## config.mk

```make
export PLATFORM = sky130hd
export DESIGN_NAME = fx3_slave_fifo_writer
export DESIGN_NICKNAME = d
export VERILOG_FILES = /design/src/rtl/fx3_slave_fifo_writer_pkg.sv /design/src/rtl/fx3_slave_fifo_writer_sync_word_fifo.sv /design/src/rtl/fx3_slave_fifo_writer.sv
export SDC_FILE = /design/constraint.sdc
export NUM_CORES = 1
export LEC_CHECK = 0
export ABC_AREA = 0
export CAP_MARGIN = 15
export CORE_ASPECT_RATIO = 0.8
export CORE_MARGIN = 5
export CORE_UTILIZATION = 60
export CTS_CLUSTER_DIAMETER = 100
export DETAILED_ROUTE_END_ITERATION = 10
export PLACE_DENSITY = 0.79
export SETUP_SLACK_MARGIN = 0.4
export SYNTH_ARGS = -nofsm -noshare
export SYNTH_HDL_FRONTEND = slang
export SYNTH_SLANG_ARGS = --single-unit
```

## constraint.sdc

```tcl
create_clock -name clk_i -period 5.7 [get_ports clk_i]
set_clock_uncertainty 0.1 [all_clocks]
set_input_delay 1.14 -clock clk_i [delete_from_list [all_inputs] [get_ports clk_i]]
set_output_delay 1.14 -clock clk_i [all_outputs]
set_load 0.01 [all_outputs]
```

## src/rtl/fx3_slave_fifo_writer_pkg.sv

```systemverilog
// fx3_slave_fifo_writer_pkg: shared FSM state encoding and default FX3 thread for the slave FIFO writer
package fx3_slave_fifo_writer_pkg;
   localparam logic [1:0] ST_IDLE = 2'd0;
   localparam logic [1:0] ST_STREAM = 2'd1;
   localparam logic [1:0] ST_FLUSH = 2'd2;
   localparam logic [1:0] ST_PKTEND = 2'd3;
   localparam logic [1:0] DEFAULT_THREAD = 2'd0;
endpackage

```

## src/rtl/fx3_slave_fifo_writer_sync_word_fifo.sv

```systemverilog
// sync_word_fifo: single-clock word buffer with full/empty flags
//   clk, reset_n        : clock, asynchronous active-low reset
//   push, push_data     : write request and word
//   pop, pop_data       : read request and head word (valid while not empty)
//   full, empty         : occupancy flags
module sync_word_fifo #(
   parameter int WIDTH = 32,
   parameter int DEPTH = 16
) (
   input  logic             clk,
   input  logic             reset_n,
   input  logic             push,
   input  logic [WIDTH-1:0] push_data,
   input  logic             pop,
   output logic [WIDTH-1:0] pop_data,
   output logic             full,
   output logic             empty
);
   localparam int AW = $clog2(DEPTH);
   logic [WIDTH-1:0] mem [DEPTH];
   logic [AW:0] wr_ptr, rd_ptr;
   // extra pointer bit separates full from empty when the indices match
   assign full = (wr_ptr ^ rd_ptr) == {1'b1, {AW{1'b0}}};
   assign empty = wr_ptr == rd_ptr;
   assign pop_data = mem[rd_ptr[AW-1:0]];
   always_ff @(posedge clk)
      if (push) mem[wr_ptr[AW-1:0]] <= push_data;
   always_ff @(posedge clk or negedge reset_n)
      if (!reset_n) begin
         wr_ptr <= '0;
         rd_ptr <= '0;
      end else begin
         if (push) wr_ptr <= wr_ptr + 1'b1;
         if (pop) rd_ptr <= rd_ptr + 1'b1;
      end
endmodule

```

## src/rtl/fx3_slave_fifo_writer.sv

```systemverilog
// fx3_slave_fifo_writer: buffers CSI bridge words and writes them to an FX3 slave FIFO thread
//   clk_i, reset_n_i            : clock, asynchronous active-low reset
//   data_i, data_valid_i        : bridge word and its valid
//   frame_sync_i                : high while a frame is active
//   fx3_ready_i                 : FX3 thread can accept a write
//   fx3_data_o, fx3_slwr_n_o    : slave FIFO data and write strobe
//   fx3_pktend_n_o, fx3_addr_o  : packet end strobe and thread select
//   overflow_o, frame_count_o   : sticky drop flag and completed frame count
// Define FX3_PKTEND_EN to close each frame with a PKTEND strobe.
module fx3_slave_fifo_writer
   import fx3_slave_fifo_writer_pkg::*;
#(
   parameter int         FIFO_DEPTH   = 16,
   parameter int         PACKET_WORDS = 1024,
   parameter logic [1:0] FX3_THREAD   = DEFAULT_THREAD
) (
   input  logic        clk_i,
   input  logic        reset_n_i,
   input  logic [31:0] data_i,
   input  logic        data_valid_i,
   input  logic        frame_sync_i,
   input  logic        fx3_ready_i,
   output logic [31:0] fx3_data_o,
   output logic        fx3_slwr_n_o,
   output logic        fx3_pktend_n_o,
   output logic [1:0]  fx3_addr_o,
   output logic        overflow_o,
   output logic [15:0] frame_count_o
);
   localparam int PW = $clog2(PACKET_WORDS);
`ifdef FX3_PKTEND_EN
   localparam logic [1:0] FLUSH_EXIT = ST_PKTEND;
`else
   localparam logic [1:0] FLUSH_EXIT = ST_IDLE;
`endif
   logic [1:0] state, nxt;
   logic fs_q, pending, in_valid, full, empty, push, pop, drop, rise, fall, tail, done, start;
   logic [31:0] in_data, fifo_data;
   logic [PW-1:0] pkt_cnt;
   assign fx3_addr_o = FX3_THREAD;
   sync_word_fifo #(.WIDTH(32), .DEPTH(FIFO_DEPTH)) u_fifo (
      .clk(clk_i), .reset_n(reset_n_i), .push(push), .push_data(in_data),
      .pop(pop), .pop_data(fifo_data), .full(full), .empty(empty)
   );
   always_comb begin
      rise = frame_sync_i && !fs_q;
      fall = !frame_sync_i && fs_q;
      tail = state == ST_FLUSH || state == ST_PKTEND;
      pop = !empty && fx3_ready_i && (state == ST_STREAM || state == ST_FLUSH);
      // a concurrent pop frees the slot a full buffer needs
      drop = in_valid && (state != ST_STREAM || (full && !pop));
      push = in_valid && !drop;
      nxt = state == ST_IDLE ? ((rise || pending) ? ST_STREAM : ST_IDLE) :
            state == ST_STREAM ? (fall ? ST_FLUSH : ST_STREAM) :
            state == ST_FLUSH ? (empty ? FLUSH_EXIT : ST_FLUSH) : ST_IDLE;
`ifdef FX3_PKTEND_EN
      if (state == ST_PKTEND) nxt = fx3_ready_i ? ST_IDLE : ST_PKTEND;
`endif
      done = tail && nxt == ST_IDLE;
      start = state == ST_IDLE && nxt == ST_STREAM;
   end
   // the input register stage gives the two-cycle input-to-strobe latency
   always_ff @(posedge clk_i or negedge reset_n_i)
      if (!reset_n_i) begin
         state <= ST_IDLE;
         fs_q <= 1'b0;
         pending <= 1'b0;
         in_valid <= 1'b0;
         in_data <= '0;
         pkt_cnt <= '0;
         fx3_data_o <= '0;
         fx3_slwr_n_o <= 1'b1;
         overflow_o <= 1'b0;
         frame_count_o <= '0;
      end else begin
         state <= nxt;
         fs_q <= frame_sync_i;
         in_valid <= data_valid_i;
         in_data <= data_i;
         fx3_slwr_n_o <= !pop;
         if (pop) fx3_data_o <= fifo_data;
         if (drop) overflow_o <= 1'b1;
         if (done) frame_count_o <= frame_count_o + 1'b1;
         pending <= start ? 1'b0 : (pending || (rise && tail));
         // FX3 auto-commits full packets, so the counter wraps at the packet size
         pkt_cnt <= (start || done) ? '0 :
                    pop ? (pkt_cnt == PW'(PACKET_WORDS - 1) ? '0 : pkt_cnt + 1'b1) : pkt_cnt;
      end
`ifdef FX3_PKTEND_EN
   always_ff @(posedge clk_i or negedge reset_n_i)
      if (!reset_n_i) fx3_pktend_n_o <= 1'b1;
      else fx3_pktend_n_o <= !(state == ST_PKTEND && fx3_ready_i);
`else
   assign fx3_pktend_n_o = 1'b1;
`endif
endmodule

```

==> results of run 1 <==
path summary, 6_finish.rpt:
| kind | start | end | depth (start not counted) |
|---|---|---|---|
| min reg2reg | frame_count_o[15]$_DFFE_PN0P_ | frame_count_o[15]$_DFFE_PN0P_ | 1 |
| min in group asynchronous | reset_n_i | fx3_data_o[24]$_DFFE_PN0P_ | 1 |
| max in group asynchronous | reset_n_i | in_data[7]$_DFF_PN0_ | 2 |
| max reg2reg | u_fifo.rd_ptr[1]$_DFFE_PN0P_ | u_fifo.mem[9][17]$_DFFE_PP_ | 5 |
| max | u_fifo.rd_ptr[1]$_DFFE_PN0P_ | u_fifo.mem[9][17]$_DFFE_PP_ | 5 |
| min | frame_count_o[15]$_DFFE_PN0P_ | frame_count_o[15]$_DFFE_PN0P_ | 1 |
synth_stat cells (all sizes together), types with 2 or more instances:
library cell	instances	area [sq um]
nor2	9	33.8
inv	9	33.8
nand3	8	40.0
nor4	14	140
clkbuf	32	120
nor2b	4	25.0
nor3	6	30.0
buf	24	133
ha	10	125
and4	4	35.0
nand2	46	173
a22oi	64	480
a21oi	2	10.0
xnor2	6	52.6
dfrtp	96	2400
edfxtp	512	15400
xor2	23	201
conb	2	7.51
mux2	34	383
o21ai	2	10.0
nand4	4	25.0
and2	4	25.0
mux4	128	2880
flip-flops by register name (all words and copies together) (netlist names):
name           flops
in_valid           1
state              2
u_fifo.mem       512
in_data           32
fx3_slwr_n_o       1
frame_count_o     16
overflow_o         1
u_fifo.rd_ptr      5
fx3_data_o        32
u_fifo.wr_ptr      5
fs_q               1
pending            1
critical path, stage by stage (launching register included):
cell	delay (ns)
dfrtp_4	0.98
xor2_1	0.29
nor4_4	0.11
a31oi_2	0.35
nand3b_1	0.42
nor2_4	0.97
logic make-up (layout without fill, tap and decap cells):
| group | Yosys count | count (layout) | share of synthesized area, % |
|---|---|---|---|
| fa+ha+maj | 10 | 10 | 0.547 |
| simple gates | 106 | 106 | 2.54 |
| other cells | 2 | 3 | 0.0328 |
| xor+xnor | 29 | 29 | 1.11 |
| compound gates | 71 | 71 | 2.33 |
| flops | 609 | 609 | 77.9 |
| buf+inv | 65 | 221 | 1.25 |
| mux | 163 | 163 | 14.3 |
through the flow:
step	hold slack, ns	worst slack (ns)	util, %	power [W]
after floorplan	0.357	0.570	-	0.00725
after global placement	0.343	1.70	64.3	0.00808
after detailed placement	0.357	1.63	64.3	0.00813
after CTS	0.376	2.05	69.2	0.0119
after global routing	0.387	1.91	69.2	0.0123
final	0.373	2.07	69.2	0.0117
layout make-up:
type | count | share of cell area [%]
inverters | 9 | 0.129
multi-input cells | 382 | 18.6
clock inverters | 21 | 0.777
clock buffers | 81 | 6.24
repair buffers | 110 | 4.00
well taps | 495 | 2.36
flip-flops and latches | 609 | 67.8
power by group:
part           switching, W  internal [W]  total, W
clock               0.00154       0.00217   0.00371
sequential         0.000348       0.00508   0.00543
combinational       0.00122       0.00139   0.00261
routing by layer:
layer	vias to the layer above	wire length [um]
li1	4553	-
met1	5685	18200
met2	478	23100
met3	75	3240
met4	0	928
met5	-	0
==> results.py, run 1 <==
metrics = {
    "sta": {
        "setup_viol": 0,
        "fmax_mhz": 275,
        "slew_headroom_pct": 26.4,
        "rsz0062_at_grt": "no",
        "fin_setup_tns_ns": 0,
        "hold_viol_final": 0,
        "slew_viol_final": 0,
        "tightest_slew_ns": 1.10,
        "period_share_pct": 63.7,
        "period_minus_slack_ns": 3.63,
    },
    "synth": {
        "synth_edf_count": 512,
        "synth_cell_types": 41,
        "ys.flop_type": "edfxtp_1",
        "synth-async-reset-ratio_pct": 15.9,
        "synth_cells": 1055,
        "netlist_area_sq_um": 22900,
        "synth-seq-cells": 609,
        "yosysWarnings": 0,
        "ys_seq_area_share_pct": 77.9,
        "syn_avg_cell_area_sq_um": 21.7,
    },
    "global_routing": {
        "grtUsageMet2_pct": 36.7,
        "gr-usage-met1_pct": 31.3,
        "grt_pass1_vias": 11300,
        "grt_max_degree": 77,
        "antenna_found_initial": 0,
        "grt_pass1_wl_um": 69600,
        "grt_overflow": 0,
        "grtUsageTotal_pct": 21.9,
        "grt.busiest_layer": "met2",
        "grt_use_met3_pct": 3.47,
    },
    "detailed_routing": {
        "vias": 10800,
        "antenna_left": 0,
        "firstDrtPassIters": 5,
        "avgRoutedWirePerCell_um": 26.6,
        "drtIter0Drc": 998,
        "routed_wl_um": 45500,
        "routed_via_density": 6.32,
        "remaining_drc_errors": 0,
    },
    "clocking": {
        "cts_tree": "done",
        "clock-sinks": 609,
        "clock_latency_ns": 0.58,
        "numCtsBuffers": 55,
        "cts-hold-fix-buffers": 0,
        "h-tree-depth": 2,
        "cts_setup_buffers": 0,
        "clock-root-buffer": "clkbuf_16",
        "cts_buffer_depth": 3,
        "clk_pin_slew_ns": 0.06,
        "cts_resized": 0,
    },
    "pwr": {
        "p_leak_nw": 8.77,
        "peakVddDrop_uv": 332,
        "powerDensity_nw_per_um2": 447,
    },
    "worst_setup_path": {
        "crit_fanout": 57,
        "startpoint_type": "flip-flop",
        "reg2reg_slack_ns": 2.07,
        "path_class": "flip-flop to flip-flop",
        "worstPathRequired_ns": 5.79,
        "cp-end-kind": "flip-flop",
        "cp.arrival_ns": 3.73,
    },
    "placed_design": {
        "dp_hpwl_um": 24900,
        "routabilityCongestion": 0.751,
        "dp.cells": 1605,
        "dpl_cell_area_sq_um": 24400,
        "io_buffers": 86,
    },
    "run_status": {
        "status": "finished, final reports clean",
    },
    "floorplan": {
        "core.rowCount": 64,
        "core-area_sq_um": 38000,
        "die_h_um": 185,
        "start_util_pct": 60.2,
        "die_x_um": 228,
        "ios": 90,
        "die_area_sq_um": 42100,
    },
    "flow_run": {
        "maxCapViolations": 0,
    },
    "finish": {
        "final_common_cell": "edfxtp_1",
        "syn_to_final_growth_pct": 14.8,
        "seq_area_sq_um": 17800,
        "fin_nets": 1214,
        "fin_cells": 1707,
        "fillers": 2286,
        "drive_gt1_share_pct": 25.2,
        "final_cell_mix": "512 x edfxtp_1, 128 x mux4_2, 94 x dfrtp_1",
        "diodes": 0,
        "multiInputGateArea_sq_um": 4900,
        "design_area_sq_um": 26300,
    },
    "worst_hold_path": {
        "holdCritPathClass": "flip-flop to flip-flop",
    },
}
(Power assumes the default switching activity.)
==> run 2, diff against run 1 <==
CORE_UTILIZATION = 54   (was 60)
PLACE_DENSITY = 0.75   (was 0.79)
clock period = 3.06 ns   (was 5.7 ns; I/O delays follow)
==> run 2 against run 1 <==
  * Final area is 2.0% higher
  * Sequential cell count stayed put
  * Routed wire length is 4.0% higher
  * Non-clock buffer count is 23 higher
  * Critical path depth is 1 higher
  * Sequential power is 81% higher
  * Core utilization is 5.3 points lower
  * Critical endpoint is now u_fifo.mem[13][21]$_DFFE_PP_
  * Critical path type unchanged
  * Power is 88% higher
  * Fmax is 43% higher
  * Global-route usage is 1.4 points lower
  * Via count is 0.48% higher
==> results.py, run 2 (same netlist as run 1, synthesis figures left out) <==
metrics = {
    "worst_setup_path": {
        "cp.arrival_ns": 2.76,
        "startpoint_type": "flip-flop",
        "cp-end-kind": "flip-flop",
        "path_class": "flip-flop to flip-flop",
        "crit_fanout": 32,
        "crit_start": "u_fifo.rd_ptr[0]$_DFFE_PN0P_",
        "worstPathRequired_ns": 3.29,
        "regToRegStartpoint": "u_fifo.rd_ptr[0]$_DFFE_PN0P_",
    },
    "run_status": {
        "status": "finished, final reports clean",
    },
    "detailed_routing": {
        "routed_wl_um": 47300,
        "avgRoutedWirePerCell_um": 26.4,
        "wl_met2_um": 24300,
        "wl_met1_um": 19100,
        "drtIter0Drc": 1014,
        "firstDrtPassIters": 5,
        "routed_via_density": 6.05,
        "routed-wl-met3_um": 2520,
        "antenna_left": 0,
        "highest_layer": "met4",
        "vias": 10800,
        "remaining_drc_errors": 0,
    },
    "sta": {
        "fin_setup_tns_ns": 0,
        "tightest_slew_ns": 1.20,
        "slew_viol_final": 0,
        "fmax_mhz": 395,
        "rsz0062_at_grt": "no",
        "period_share_pct": 82.8,
        "hold_viol_final": 0,
        "period_minus_slack_ns": 2.53,
        "slew_headroom_pct": 19.8,
        "setup_viol": 0,
    },
    "global_routing": {
        "grt_pass1_vias": 11600,
        "grt_max_degree": 62,
        "grt_pass1_wl_um": 72700,
        "antenna_found_initial": 0,
        "grtUsageTotal_pct": 20.5,
        "grt_overflow": 0,
    },
    "worst_hold_path": {
        "holdCritStartpoint": "data_i[4]",
        "holdCritPathClass": "input pin to flip-flop",
    },
    "pwr": {
        "p_leak_nw": 8.93,
        "power_w": 0.0221,
        "peakVddDrop_uv": 569,
        "powerDensity_nw_per_um2": 826,
    },
    "clocking": {
        "clk_pin_slew_ns": 0.07,
        "numCtsBuffers": 57,
        "clock-sinks": 609,
        "clock_latency_ns": 0.60,
        "clock-root-buffer": "clkbuf_16",
        "h-tree-depth": 2,
        "cts_resized": 0,
        "cts_tree": "done",
        "cts_buffer_depth": 3,
    },
    "floorplan": {
        "start_util_pct": 54.6,
        "die_x_um": 240,
        "core.rowCount": 67,
        "die_h_um": 194,
        "core-area_sq_um": 41900,
        "die_area_sq_um": 46600,
        "ios": 90,
    },
    "finish": {
        "final_common_cell": "edfxtp_1",
        "seq_area_sq_um": 17800,
        "fin_nets": 1239,
        "diodes": 0,
        "drive_gt1_share_pct": 26.3,
        "syn_to_final_growth_pct": 17.1,
        "fillers": 2768,
        "largest_reg_flops": 512,
        "multiInputGateArea_sq_um": 4980,
        "final_cell_mix": "512 x edfxtp_1, 128 x mux4_2, 94 x dfrtp_1",
    },
    "flow_run": {
        "maxCapViolations": 0,
    },
    "placed_design": {
        "io_buffers": 86,
        "routabilityCongestion": 0.765,
        "dp_hpwl_um": 28000,
    },
}
==> run 2: power by group <==
group	total, W	switching (W)	internal, W
Combinational	0.00554	0.00279	0.00275
Sequential	0.00983	0.000360	0.00947
Clock	0.00674	0.00297	0.00377
Total	0.0221	0.00612	0.0160
==> run 2: worst max-delay path, stage by stage, from the launching register on <==
cell     delay, ns
dfrtp_4       0.53
xor2_1        0.20
nor4_4        0.49
a31oi_4       0.25
and3_1        0.27
and2_2        0.21
buf_12        0.19
==> run 2: repair_timing <==
| item | 4_1_cts | 5_1_grt |
|---|---|---|
| hold buffers | 1 | 0 |
| buffers inserted | 0 | 1 |
| endpoints found under the setup margin | 0 | 26 |
| endpoints found under the hold margin | 31 | 0 |
==> run 2: final timing paths <==
kind / endpoint / slack [ns] / depth (start not counted)
max: u_fifo.mem[13][21]$_DFFE_PP_ / 0.53 / 6
min: in_data[4]$_DFF_PN0_ / 0.34 / 1
max reg2reg: u_fifo.mem[13][21]$_DFFE_PP_ / 0.53 / 6
min reg2reg: overflow_o$_DFFE_PN0P_ / 0.35 / 1
max in group asynchronous: fx3_slwr_n_o$_DFF_PN1_ / 1.74 / 3
min in group asynchronous: fx3_data_o[24]$_DFFE_PN0P_ / 0.42 / 2
==> run 2: area by class of cell <==
cell class,count,share of cell area (%)
repair buffers,133,5.51
flip-flops and latches,609,66.5
inverters,9,0.126
well taps,552,2.58
clock inverters,24,0.729
clock buffers,84,5.93
multi-input cells,382,18.6
==> run 2: per-stage QoR <==
| step | setup slack (ns) | area [sq um] | util [%] | hold slack (ns) | cells |
|---|---|---|---|---|---|
| floorplan | 0.216 | 23000 | - | 0.216 | 1056 |
| global placement | 0.208 | 25000 | 59.6 | 0.352 | 1683 |
| detailed placement | 0.156 | 25000 | 59.6 | 0.348 | 1683 |
| global route | 0.442 | 26800 | 63.9 | 0.323 | 1793 |
| CTS | 0.520 | 26800 | 63.9 | 0.318 | 1792 |
| finish | 0.527 | 26800 | 63.9 | 0.343 | 1793 |
==> run 2: metal layers <==
| layer | vias up | GRT usage, % |
|---|---|---|
| li1 | 4603 | - |
| met1 | 5765 | 28.6 |
| met2 | 396 | 33.9 |
| met3 | 79 | 3.68 |
| met4 | 0 | 6.20 |
| met5 | - | 0 |
==> run 3, diff against run 2 <==
CORE_UTILIZATION = 60   (was 54)
PLACE_DENSITY = 0.79   (was 0.75)
clock period = 2.6 ns   (was 3.06 ns; I/O delays follow)
==> run 3 against run 2 <==
  * Register-to-register slack worse by 0.36 ns
  * Critical endpoint is now u_fifo.mem[5][26]$_DFFE_PP_
  * Power rose by 30%
  * Worst hold slack lost 0.087 ns
  * Fmax is 4.2% higher
  * Largest cell class unchanged
  * Highest routed layer unchanged
  * Die area fell by 9.5%
  * Via count increased by 14%
  * Worst setup slack got worse by 0.36 ns
  * Core utilization grew 13 points
==> results.py, run 3 (same netlist as run 1, synthesis figures left out) <==
metrics = {
    "global_routing": {
        "grt_max_degree": 76,
        "antenna_found_initial": 0,
        "grt_pass1_vias": 12000,
        "grt_pass1_wl_um": 77600,
        "grt_overflow": 0,
        "grtUsageTotal_pct": 24.9,
    },
    "flow_run": {
        "maxCapViolations": 0,
    },
    "pwr": {
        "peakVddDrop_uv": 912,
        "power_w": 0.0287,
        "powerDensity_nw_per_um2": 984,
        "p_leak_nw": 9.96,
    },
    "worst_setup_path": {
        "cp-end-kind": "flip-flop",
        "regToRegStartpoint": "state[1]$_DFF_PN0_",
        "path_buf_inv": 4,
        "crit_fanout": 8,
        "worstPathRequired_ns": 2.80,
        "cp.arrival_ns": 2.63,
        "worstRegToRegCells": 9,
        "critPathTopFamily": "buffers and inverters",
        "cpPeakStageDelay_ns": 0.36,
        "worstPathCellList": "inv_1 -> ha_1 -> nand2_4 -> a31oi_4 -> buf_6 -> nand2_8 -> nor3_4 -> buf_12 -> clkbuf_16",
        "path_class": "flip-flop to flip-flop",
        "startpoint_type": "flip-flop",
        "reg2reg_slack_ns": 0.17,
        "worst_path_max_delay_cell": "dfrtp_1",
        "reg2reg_to": "u_fifo.mem[5][26]$_DFFE_PP_",
    },
    "floorplan": {
        "core-area_sq_um": 38000,
        "die_area_sq_um": 42100,
        "die_h_um": 185,
        "ios": 90,
        "core.rowCount": 64,
        "start_util_pct": 60.2,
        "die_x_um": 228,
    },
    "worst_hold_path": {
        "hold_depth": 1,
        "holdCritStartpoint": "data_i[5]",
        "holdCritPathClass": "input pin to flip-flop",
        "hold_end": "in_data[5]$_DFF_PN0_",
    },
    "placed_design": {
        "io_buffers": 86,
        "dp_slack_ns": 0.0687,
        "routabilityCongestion": 0.817,
        "dp_hpwl_um": 28800,
    },
    "finish": {
        "syn_to_final_growth_pct": 27.5,
        "largest_reg_flops": 512,
        "seq_area_sq_um": 17800,
        "fin_nets": 1347,
        "final_cell_mix": "512 x edfxtp_1, 128 x mux4_2, 90 x dfrtp_1",
        "final_common_cell": "edfxtp_1",
        "diodes": 0,
        "fillers": 1856,
        "drive_gt1_share_pct": 38.4,
        "multiInputGateArea_sq_um": 5540,
    },
    "sta": {
        "setup_viol": 0,
        "rsz0062_at_grt": "yes",
        "period_minus_slack_ns": 2.43,
        "period_share_pct": 93.5,
        "tightest_slew_ns": 0.700,
        "hold_viol_final": 0,
        "slew_viol_final": 0,
        "fmax_mhz": 412,
        "slew_headroom_pct": 53.3,
        "setup_ws_ns": 0.170,
    },
    "clocking": {
        "cts_buffer_depth": 3,
        "clock-root-buffer": "clkbuf_16",
        "clk_pin_slew_ns": 0.06,
        "cts_tree": "done",
        "clock-sinks": 609,
        "clock_latency_ns": 0.61,
        "h-tree-depth": 2,
        "numCtsBuffers": 54,
    },
    "detailed_routing": {
        "firstDrtPassIters": 5,
        "routed_via_density": 6.72,
        "antenna_left": 0,
        "remaining_drc_errors": 0,
        "avgRoutedWirePerCell_um": 33.3,
        "drtIter0Drc": 1542,
        "routed_wl_um": 61400,
        "vias": 12400,
    },
    "run_status": {
        "status": "finished, final reports clean",
    },
}
run 3: cell count changes in the layout (fill, tap and decap cells not counted), moves of 13 or more:
cell       previous run  this run
a22oi_1              64        18
a22oi_2               0        46
buf_12               21        45
buf_16                0        13
buf_4                26        44
buf_6                 0        26
clkbuf_16            57        75
mux2_2               34        19
mux2_4                0        15
run 3: worst max path at each step:
stage	start	endpoint	slack, ns	cells past startpoint
final	state[1]$_DFF_PN0_	u_fifo.mem[5][26]$_DFFE_PP_	0.17	9
after global routing	state[0]$_DFF_PN0_	u_fifo.mem[5][25]$_DFFE_PP_	0.11	9
after CTS	u_fifo.rd_ptr[0]$_DFFE_PN0P_	u_fifo.mem[14][3]$_DFFE_PP_	0.28	8
after detailed placement	fx3_ready_i	u_fifo.mem[8][24]$_DFFE_PP_	0.07	7
after global placement	fx3_ready_i	u_fifo.mem[8][24]$_DFFE_PP_	0.11	7
after floorplan	u_fifo.rd_ptr[1]$_DFFE_PN0P_	u_fifo.mem[0][0]$_DFFE_PP_	-0.11	6
run 3: metrics by stage:
step | instance area [sq um] | hold slack [ns] | TNS (ns) | utilization (%) | instances
global placement | 25300 | 0.349 | 0 | 66.6 | 1647
floorplan | 23100 | 0.124 | -6.24 | - | 1056
finish | 29200 | 0.256 | 0 | 76.8 | 1841
global route | 29200 | 0.249 | 0 | 76.8 | 1841
CTS | 28000 | 0.244 | 0 | 73.7 | 1786
detailed placement | 25300 | 0.350 | 0 | 66.6 | 1647
run 3: what timing repair did:
item,in CTS,in global routing
buffers inserted,26,31
hold buffers,1,0
gates cloned,10,24
resized for setup,95,84
setup endpoints to repair,550,551
pin swaps,40,53
hold endpoints to repair,40,0
run 3: per-layer routing:
layer  part of all wire (%)  GRT usage, %  wire length, um  vias to the layer above
met1                     36          35.9            22400                     6556
met5                      0             0                0                        -
li1                       -             -                -                     4823
met2                     50          40.2            30800                      883
met4                    3.1          5.59             1920                        0
met3                     10          5.64             6310                      116
run 3: power by group:
part | total, W | internal [W] | switching [W]
logic | 0.00904 | 0.00466 | 0.00438
registers | 0.0116 | 0.0111 | 0.000442
clock network | 0.00806 | 0.00447 | 0.00359
run 3: worst reg2reg max path, cell delays in order, from the launching register on:
cell and delay, ns:
dfrtp_1 0.36, inv_1 0.10, ha_1 0.34, nand2_4 0.09, a31oi_4 0.29, buf_6 0.20, nand2_8 0.09, nor3_4 0.21
buf_12 0.17, clkbuf_16 0.19
run 3: layout make-up:
class,count,area share [%]
Multi-Input combinational cell,382,19.0
Clock buffer,83,5.50
Sequential cell,609,61.1
Clock inverter,19,0.592
Timing Repair Buffer,244,11.6
Inverter,9,0.116
Tap cell,495,2.12
